==> src/rtl/uart_pkg.sv <==
// Shared definitions for the parametrised UART: parity modes, FSM states and the
// baud divider calculation.
package uart_pkg;

  localparam int unsigned PARITY_NONE = 0;
  localparam int unsigned PARITY_ODD  = 1;
  localparam int unsigned PARITY_EVEN = 2;

  typedef enum logic [2:0] {TxIdle, TxStart, TxData, TxParity, TxStop} txState_e;

  typedef enum logic [2:0] {
    RxIdle, RxStart, RxData, RxParity, RxStop, RxWaitHigh
  } rxState_e;

  // Rounded clock divider giving `oversample` ticks per bit.
  function automatic int unsigned calcDiv(input int unsigned clockRate,
                                          input int unsigned baudRate,
                                          input int unsigned oversample);
    return (clockRate + (oversample * baudRate) / 2) / (oversample * baudRate);
  endfunction

endpackage

==> src/rtl/uart_baud_gen.sv <==
// Free-running divider producing a one-clk tick every DIV clks; `clear` restarts the
// period so the first tick lands exactly DIV clks later.
module uart_baud_gen #(
  parameter int unsigned DIV = 16
) (
  input  logic clk,
  input  logic rst,
  input  logic clear,
  output logic tick
);

  localparam int unsigned W = (DIV > 1) ? $clog2(DIV) : 1;
  localparam logic [W-1:0] LAST = W'(DIV - 1);

  logic [W-1:0] cntQ;

  // Period counter, wraps at DIV-1.
  always_ff @(posedge clk) begin
    if (rst || clear) begin
      cntQ <= '0;
    end else if (cntQ == LAST) begin
      cntQ <= '0;
    end else begin
      cntQ <= cntQ + W'(1);
    end
  end

  assign tick = (cntQ == LAST);

endmodule

==> src/rtl/uart_n.sv <==
// Parametrised full-duplex UART: independent transmitter and 16x-oversampled receiver.
module uart_n
  import uart_pkg::*;
#(
  parameter int unsigned CLOCK_RATE = 12000000,
  parameter int unsigned BAUD_RATE  = 9600,
  parameter int unsigned DATA_BITS  = 8,
  parameter int unsigned PARITY     = 0,
  parameter int unsigned STOP_BITS  = 1
) (
  input  logic                 clk,
  input  logic                 rst,
  input  logic                 rxEn,
  input  logic                 rx,
  output logic                 rxBusy,
  output logic                 rxDone,
  output logic                 rxErr,
  output logic                 rxParityErr,
  output logic [DATA_BITS-1:0] out,
  input  logic                 txEn,
  input  logic                 txStart,
  input  logic [DATA_BITS-1:0] in,
  output logic                 txBusy,
  output logic                 txDone,
  output logic                 tx
);

  if (DATA_BITS < 5 || DATA_BITS > 9) begin : gBadDataBits
    $error("uart_n: DATA_BITS must be in 5..9");
  end
  if (PARITY > PARITY_EVEN) begin : gBadParity
    $error("uart_n: PARITY must be 0, 1 or 2");
  end
  if (STOP_BITS < 1 || STOP_BITS > 2) begin : gBadStopBits
    $error("uart_n: STOP_BITS must be 1 or 2");
  end

  localparam int unsigned TX_DIV = calcDiv(CLOCK_RATE, BAUD_RATE, 1);
  localparam int unsigned RX_DIV = calcDiv(CLOCK_RATE, BAUD_RATE, 16);
  localparam logic HAS_PARITY = (PARITY != PARITY_NONE);
  localparam logic ODD        = (PARITY == PARITY_ODD);
  localparam logic [3:0] LAST_DATA = 4'(DATA_BITS - 1);
  localparam logic [3:0] LAST_STOP = 4'(STOP_BITS - 1);

  // ---------------- transmitter ----------------
  txState_e             txStateQ, txStateD;
  logic [DATA_BITS-1:0] txShiftQ, txShiftD;
  logic [3:0]           txCntQ, txCntD;
  logic                 txParQ, txParD, txLineQ, txLineD;
  logic                 txBusyQ, txBusyD, txDoneQ, txDoneD, txStartQ;
  logic                 txTick, txAccept;

  assign txAccept = txEn && (txStateQ == TxIdle) && txStart && !txStartQ;

  uart_baud_gen #(.DIV(TX_DIV)) uTxBaud (.clk(clk), .rst(rst), .clear(txAccept), .tick(txTick));

  // TX next state; the line value is registered so tx changes on the clk after a decision.
  always_comb begin
    txStateD = txStateQ;
    txShiftD = txShiftQ;
    txCntD   = txCntQ;
    txParD   = txParQ;
    txLineD  = txLineQ;
    txBusyD  = txBusyQ;
    txDoneD  = 1'b0;
    if (!txEn) begin
      txStateD = TxIdle;
      txLineD  = 1'b1;
      txBusyD  = 1'b0;
    end else begin
      unique case (txStateQ)
        TxIdle: if (txAccept) begin
          txStateD = TxStart;
          txShiftD = in;
          txParD   = (^in) ^ ODD;
          txLineD  = 1'b0;
          txBusyD  = 1'b1;
        end
        TxStart: if (txTick) begin
          txStateD = TxData;
          txLineD  = txShiftQ[0];
          txCntD   = '0;
        end
        TxData: if (txTick) begin
          if (txCntQ == LAST_DATA) begin
            txCntD = '0;
            if (HAS_PARITY) begin
              txStateD = TxParity;
              txLineD  = txParQ;
            end else begin
              txStateD = TxStop;
              txLineD  = 1'b1;
            end
          end else begin
            txShiftD = txShiftQ >> 1;
            txLineD  = txShiftQ[1];
            txCntD   = txCntQ + 4'd1;
          end
        end
        TxParity: if (txTick) begin
          txStateD = TxStop;
          txLineD  = 1'b1;
        end
        TxStop: if (txTick) begin
          if (txCntQ == LAST_STOP) begin
            txStateD = TxIdle;
            txBusyD  = 1'b0;
            txDoneD  = 1'b1;
          end else begin
            txCntD = txCntQ + 4'd1;
          end
        end
        default: txStateD = TxIdle;
      endcase
    end
  end

  // TX state register.
  always_ff @(posedge clk) begin
    if (rst) begin
      txStateQ <= TxIdle;
      txShiftQ <= '0;
      txCntQ   <= '0;
      txParQ   <= 1'b0;
      txLineQ  <= 1'b1;
      txBusyQ  <= 1'b0;
      txDoneQ  <= 1'b0;
      txStartQ <= 1'b0;
    end else begin
      txStateQ <= txStateD;
      txShiftQ <= txShiftD;
      txCntQ   <= txCntD;
      txParQ   <= txParD;
      txLineQ  <= txLineD;
      txBusyQ  <= txBusyD;
      txDoneQ  <= txDoneD;
      txStartQ <= txStart;
    end
  end

  assign tx     = txLineQ;
  assign txBusy = txBusyQ;
  assign txDone = txDoneQ;

  // ---------------- receiver ----------------
  rxState_e             rxStateQ, rxStateD;
  logic [DATA_BITS-1:0] rxShiftQ, rxShiftD, outQ, outD;
  logic [3:0]           rxTickCntQ, rxTickCntD, rxBitCntQ, rxBitCntD;
  logic                 rxMetaQ, rxSyncQ, rxPrevQ;
  logic                 rxParAccQ, rxParAccD, rxStopBadQ, rxStopBadD;
  logic                 rxBusyQ, rxBusyD, rxDoneQ, rxDoneD;
  logic                 rxErrQ, rxErrD, rxParityErrQ, rxParityErrD;
  logic                 rxTick, rxFall, rxClear, rxSample, rxParBad;

  assign rxFall   = rxPrevQ && !rxSyncQ;
  assign rxClear  = rxEn && (rxStateQ == RxIdle) && rxFall;
  // Start bit is checked at tick 8 (mid-bit); every later bit 16 ticks after that.
  assign rxSample = rxTick && ((rxStateQ == RxStart) ? (rxTickCntQ == 4'd7)
                                                     : (rxTickCntQ == 4'd15));
  assign rxParBad = HAS_PARITY && (rxParAccQ ^ ODD);

  uart_baud_gen #(.DIV(RX_DIV)) uRxBaud (.clk(clk), .rst(rst), .clear(rxClear), .tick(rxTick));

  // RX next state, sampling and end-of-frame reporting.
  always_comb begin
    rxStateD     = rxStateQ;
    rxShiftD     = rxShiftQ;
    rxTickCntD   = rxTickCntQ;
    rxBitCntD    = rxBitCntQ;
    rxParAccD    = rxParAccQ;
    rxStopBadD   = rxStopBadQ;
    rxBusyD      = rxBusyQ;
    outD         = outQ;
    rxDoneD      = 1'b0;
    rxErrD       = 1'b0;
    rxParityErrD = 1'b0;
    if (rxTick) rxTickCntD = rxTickCntQ + 4'd1;
    if (rxSample) rxTickCntD = '0;
    if (!rxEn) begin
      rxStateD = RxIdle;
      rxBusyD  = 1'b0;
    end else begin
      unique case (rxStateQ)
        RxIdle: if (rxFall) begin
          rxStateD   = RxStart;
          rxBusyD    = 1'b1;
          rxTickCntD = '0;
        end
        RxStart: if (rxSample) begin
          if (rxSyncQ) begin
            rxStateD = RxIdle;
            rxBusyD  = 1'b0;
          end else begin
            rxStateD   = RxData;
            rxBitCntD  = '0;
            rxParAccD  = 1'b0;
            rxStopBadD = 1'b0;
          end
        end
        RxData: if (rxSample) begin
          rxShiftD  = {rxSyncQ, rxShiftQ[DATA_BITS-1:1]};
          rxParAccD = rxParAccQ ^ rxSyncQ;
          if (rxBitCntQ == LAST_DATA) begin
            rxBitCntD = '0;
            rxStateD  = HAS_PARITY ? RxParity : RxStop;
          end else begin
            rxBitCntD = rxBitCntQ + 4'd1;
          end
        end
        RxParity: if (rxSample) begin
          rxParAccD = rxParAccQ ^ rxSyncQ;
          rxStateD  = RxStop;
        end
        RxStop: if (rxSample) begin
          rxStopBadD = rxStopBadQ | !rxSyncQ;
          if (rxBitCntQ == LAST_STOP) begin
            rxBusyD = 1'b0;
            if (rxStopBadD) begin
              rxErrD       = 1'b1;
              rxParityErrD = rxParBad;
              rxStateD     = RxWaitHigh;
            end else begin
              outD         = rxShiftQ;
              rxParityErrD = rxParBad;
              rxDoneD      = !rxParBad;
              rxStateD     = RxIdle;
            end
          end else begin
            rxBitCntD = rxBitCntQ + 4'd1;
          end
        end
        // A held-low line (break) must go high before another frame can start.
        RxWaitHigh: if (rxSyncQ) rxStateD = RxIdle;
        default: rxStateD = RxIdle;
      endcase
    end
  end

  // RX synchroniser and state register; synchroniser resets to idle-high.
  always_ff @(posedge clk) begin
    if (rst) begin
      rxMetaQ      <= 1'b1;
      rxSyncQ      <= 1'b1;
      rxPrevQ      <= 1'b1;
      rxStateQ     <= RxIdle;
      rxShiftQ     <= '0;
      rxTickCntQ   <= '0;
      rxBitCntQ    <= '0;
      rxParAccQ    <= 1'b0;
      rxStopBadQ   <= 1'b0;
      rxBusyQ      <= 1'b0;
      outQ         <= '0;
      rxDoneQ      <= 1'b0;
      rxErrQ       <= 1'b0;
      rxParityErrQ <= 1'b0;
    end else begin
      rxMetaQ      <= rx;
      rxSyncQ      <= rxMetaQ;
      rxPrevQ      <= rxSyncQ;
      rxStateQ     <= rxStateD;
      rxShiftQ     <= rxShiftD;
      rxTickCntQ   <= rxTickCntD;
      rxBitCntQ    <= rxBitCntD;
      rxParAccQ    <= rxParAccD;
      rxStopBadQ   <= rxStopBadD;
      rxBusyQ      <= rxBusyD;
      outQ         <= outD;
      rxDoneQ      <= rxDoneD;
      rxErrQ       <= rxErrD;
      rxParityErrQ <= rxParityErrD;
    end
  end

  assign rxBusy      = rxBusyQ;
  assign rxDone      = rxDoneQ;
  assign rxErr       = rxErrQ;
  assign rxParityErr = rxParityErrQ;
  assign out         = outQ;

endmodule
==> config.mk <==
export PLATFORM = sky130hd
export DESIGN_NAME = uart_n
export DESIGN_NICKNAME = d
export VERILOG_FILES = /design/src/rtl/uart_pkg.sv /design/src/rtl/uart_baud_gen.sv /design/src/rtl/uart_n.sv
export SDC_FILE = /design/constraint.sdc
export NUM_CORES = 1
export LEC_CHECK = 0
export ABC_CLOCK_PERIOD_IN_PS = 2950
export CORE_MARGIN = 8
export CORE_UTILIZATION = 30
export DETAILED_ROUTE_END_ITERATION = 7
export GPL_TIMING_DRIVEN = 0
export PLACE_DENSITY_LB_ADDON = 0.2
export SLEW_MARGIN = 20
export SYNTH_ARGS = -nofsm -noshare
export SYNTH_HDL_FRONTEND = slang
export SYNTH_SLANG_ARGS = --single-unit
==> constraint.sdc <==
create_clock -name clk -period 2.95 [get_ports clk]
set_input_delay 0.59 -clock clk [delete_from_list [all_inputs] [get_ports clk]]
set_output_delay 0.59 -clock clk [all_outputs]
set_load 0.005 [all_outputs]
==> flow_summary.json <==
{
  "status": "complete, no violations",
  "r2r-start": "uTxBaud.cntQ[0]$_SDFF_PP0_",
  "start_util": 0.309,
  "cts_max_path_buffers": 2,
  "finalClockSkew_ns": 0.00719,
  "p_per_area_nw_per_um2": 511,
  "grt_max_degree": 13,
  "wire_per_inst_um": 12.8,
  "slowest_stage": "nor4bb_1",
  "ios": 29,
  "synth_edf_count": 0,
  "hp-class": "reg2reg",
  "syn_to_final_growth_pct": 21.9,
  "grt_pass1_wl_um": 12800,
  "coreArea_um2": 10900,
  "grtUsageMet1": 0.137,
  "synth_cell_type_count": 54,
  "ir_worst_vdd_mv": 0.243,
  "hold_buffers": 0,
  "slew_viol_final": 0,
  "period_needed_ns": 2.60,
  "utilization": 0.377,
  "cts_tree": "done",
  "cts-root-buf": "clkbuf_16",
  "synth-seq-area-share": 0.420,
  "fin_ws_ns": 0.349,
  "fmax_ghz": 0.384,
  "die_w_um": 122,
  "clkTransAtPathRegs_ns": 0.06,
  "setup_violations": 0,
  "worstPathArrival_ns": 2.85,
  "cts.sinks": 71,
  "syn_nets": 421,
  "nets": 459,
  "worst_pin_slew_ns": 0.725,
  "drv_cap": 0,
  "wirelength_um": 7440,
  "n_antenna_cell": 0,
  "cts-buffers-inserted": 9,
  "ys_async_sr_fraction": 0,
  "slew_headroom": 0.512,
  "synth_seq_cells": 71,
  "period_share": 0.882,
  "rr_worst_depth": 6,
  "syn_avg_cell_area_um2": 8.50,
  "min_to": "rxSyncQ$_SDFF_PP1_",
  "slowest_delay_ns": 0.50,
  "layout_commonest_cell": "dfxtp_1",
  "finalSetupTns_ns": 0,
  "row_count": 38,
  "p_leak_nw": 1.56,
  "grt_use_met2": 0.162,
  "drtIter0Drc": 145,
  "reg2reg_slack_ns": 0.35,
  "cts_setup_buffers": 0,
  "viasPerCell": 4.77,
  "n_fill_cell": 1121,
  "gp_congestion": 0.815,
  "ant_nets": 0,
  "io_buffers": 27,
  "die_h_um": 122,
  "hold_violations": 0,
  "hold_ws_ns": 0.410,
  "path_cells": "ha_1 > nor4bb_1 > nand3_1 > nor3_2 > or4b_1 > a21oi_1",
  "cp-start-kind": "flip-flop",
  "dp_slack_ns": 0.339,
  "rsz0062_at_grt": "false",
  "layout_common_cells": "dfxtp_1 (71), nor2_1 (58), nand2_1 (45)",
  "hold_start": "rxMetaQ$_SDFF_PP1_",
  "path_class": "reg2reg",
  "clkLatencyLatePin_ns": 0.33,
  "h-tree-depth": 3,
  "gr-total-overflow": 0,
  "synth_flop_cell": "dfxtp_1",
  "busiest_layer": "met2",
  "dr.pass1.iters": 4,
  "r2r_end": "txCntQ[3]$_SDFFE_PP0P_",
  "hpwlAfterDp_um": 5400,
  "syn_area_um2": 3380,
  "drc": 0,
  "cp.required_ns": 3.20,
  "antenna_found_initial": 0,
  "postCtsResizedCells": 0,
  "dieArea_um2": 14900,
  "track_usage": 0.105,
  "critPathMaxFanout": 7,
  "first_global_vias": 2654,
  "use_met3": 0.0216,
  "finalPower_mw": 2.11,
  "netlist_instances": 398,
  "ys_warn_count": 0,
  "layout-drive-gt1-share": 0.0726,
  "min_path_cells": 1,
  "vias": 2774,
  "critPathCaptureType": "flip-flop"
}
-- critical path: cells and delay by family, from the launching register on --
family                   cells  cell delay, ns
adder cells (fa/ha/maj)      1            0.18
AND/OR/NAND/NOR              4            1.79
flip-flops                   1            0.41
AO/OA/AOI/OAI                1            0.14
-- power by group --
part / switching, mW / total, mW / internal (mW)
Sequential: 0.0107 / 0.984 / 0.974
Combinational: 0.0561 / 0.103 / 0.0464
Clock: 0.410 / 1.02 / 0.612
Total: 0.477 / 2.11 / 1.63
-- per-layer routing --
metal  vias up  wire length [um]
met2        40              3360
met4         0                47
met3         2               249
met5         -                 0
li1       1452                 -
met1      1280              3780
-- registers in the layout, summed over array words and instances (netlist names), 3 cells and up --
register / count
rxStateQ: 3
rxTickCntQ: 4
rxBitCntQ: 4
out: 8
rxShiftQ: 8
uTxBaud.cntQ: 11
txShiftQ: 8
txCntQ: 4
uRxBaud.cntQ: 7
txStateQ: 3
-- final cells by class --
| type | count | area, um^2 | share of cell area |
|---|---|---|---|
| Clock buffer | 11 | 253 | 0.0612 |
| Sequential cell | 71 | 1420 | 0.344 |
| Timing Repair Buffer | 27 | 270 | 0.0655 |
| Clock inverter | 5 | 32.5 | 0.00788 |
| Buffer | 18 | 76.3 | 0.0185 |
| Inverter | 12 | 45.0 | 0.0109 |
| Multi-Input combinational cell | 297 | 1850 | 0.449 |
| Tap cell | 140 | 175 | 0.0424 |
-- worst max-delay path by stage --
stage                                     from                  endpoint  slack [ns]  cells past startpoint
finish              uTxBaud.cntQ[0]$_SDFF_PP0_    txCntQ[3]$_SDFFE_PP0P_        0.35                      6
detailed placement  uTxBaud.cntQ[0]$_SDFF_PP0_    txCntQ[3]$_SDFFE_PP0P_        0.34                      6
global route        uTxBaud.cntQ[0]$_SDFF_PP0_    txCntQ[3]$_SDFFE_PP0P_        0.06                      6
floorplan           uRxBaud.cntQ[0]$_SDFF_PP0_  rxStateQ[1]$_SDFFE_PP0P_        0.70                      8
global placement    uTxBaud.cntQ[0]$_SDFF_PP0_    txCntQ[3]$_SDFFE_PP0P_        0.39                      6
CTS                 uTxBaud.cntQ[0]$_SDFF_PP0_    txCntQ[3]$_SDFFE_PP0P_        0.31                      6
-- kinds of logic (layout without fill, tap and decap cells) --
| kind of cell | count (synthesis) | in the layout | synth area share |
|---|---|---|---|
| simple gates | 190 | 190 | 0.284 |
| mux | 26 | 26 | 0.0769 |
| xor+xnor | 17 | 17 | 0.0440 |
| buf+inv | 30 | 73 | 0.0359 |
| flops | 71 | 71 | 0.420 |
| other cells | 1 | 1 | 0.00111 |
| fa+ha+maj | 9 | 9 | 0.0333 |
| compound gates | 54 | 54 | 0.105 |
-- stage by stage --
step                cell area (um^2)  instances
CTS                             4120        581
detailed placement              3840        565
floorplan                       3380        398
global placement                3830        565
global route                    4130        581
finish                          4130        581
-- synth_stat cells (2+ instances only) --
cell       n  share of area
o21ai_0    9          0.013
o21bai_1   3         0.0067
a31oi_1    4         0.0074
and3_1     5         0.0092
o41ai_1    2         0.0052
nor3_1     5         0.0074
dfxtp_1   71           0.42
mux2i_1   26          0.077
o32ai_1    2         0.0052
a21oi_1   15          0.022
nand3_1   20          0.030
nand2b_1   8          0.015
xor2_1     9          0.023
and3b_1    2         0.0052
nor2_1    58          0.064
o22ai_1    2         0.0037
buf_2      4         0.0059
or3b_2     3         0.0078
inv_1     12          0.013
o31ai_1    3         0.0067
nand3b_1   2         0.0044
a311oi_1   3         0.0078
xnor2_1    8          0.021
ha_1       9          0.033
or3_1      6          0.011
a21o_1     2         0.0044
nor3b_1    5          0.011
nor4_1     4         0.0074
or4_1      2         0.0044
clkbuf_1  13          0.014
nand2_1   45          0.050
nor2b_1   11          0.020
or2_2      4         0.0074
Note: power is estimated with default switching activity, not from simulation.
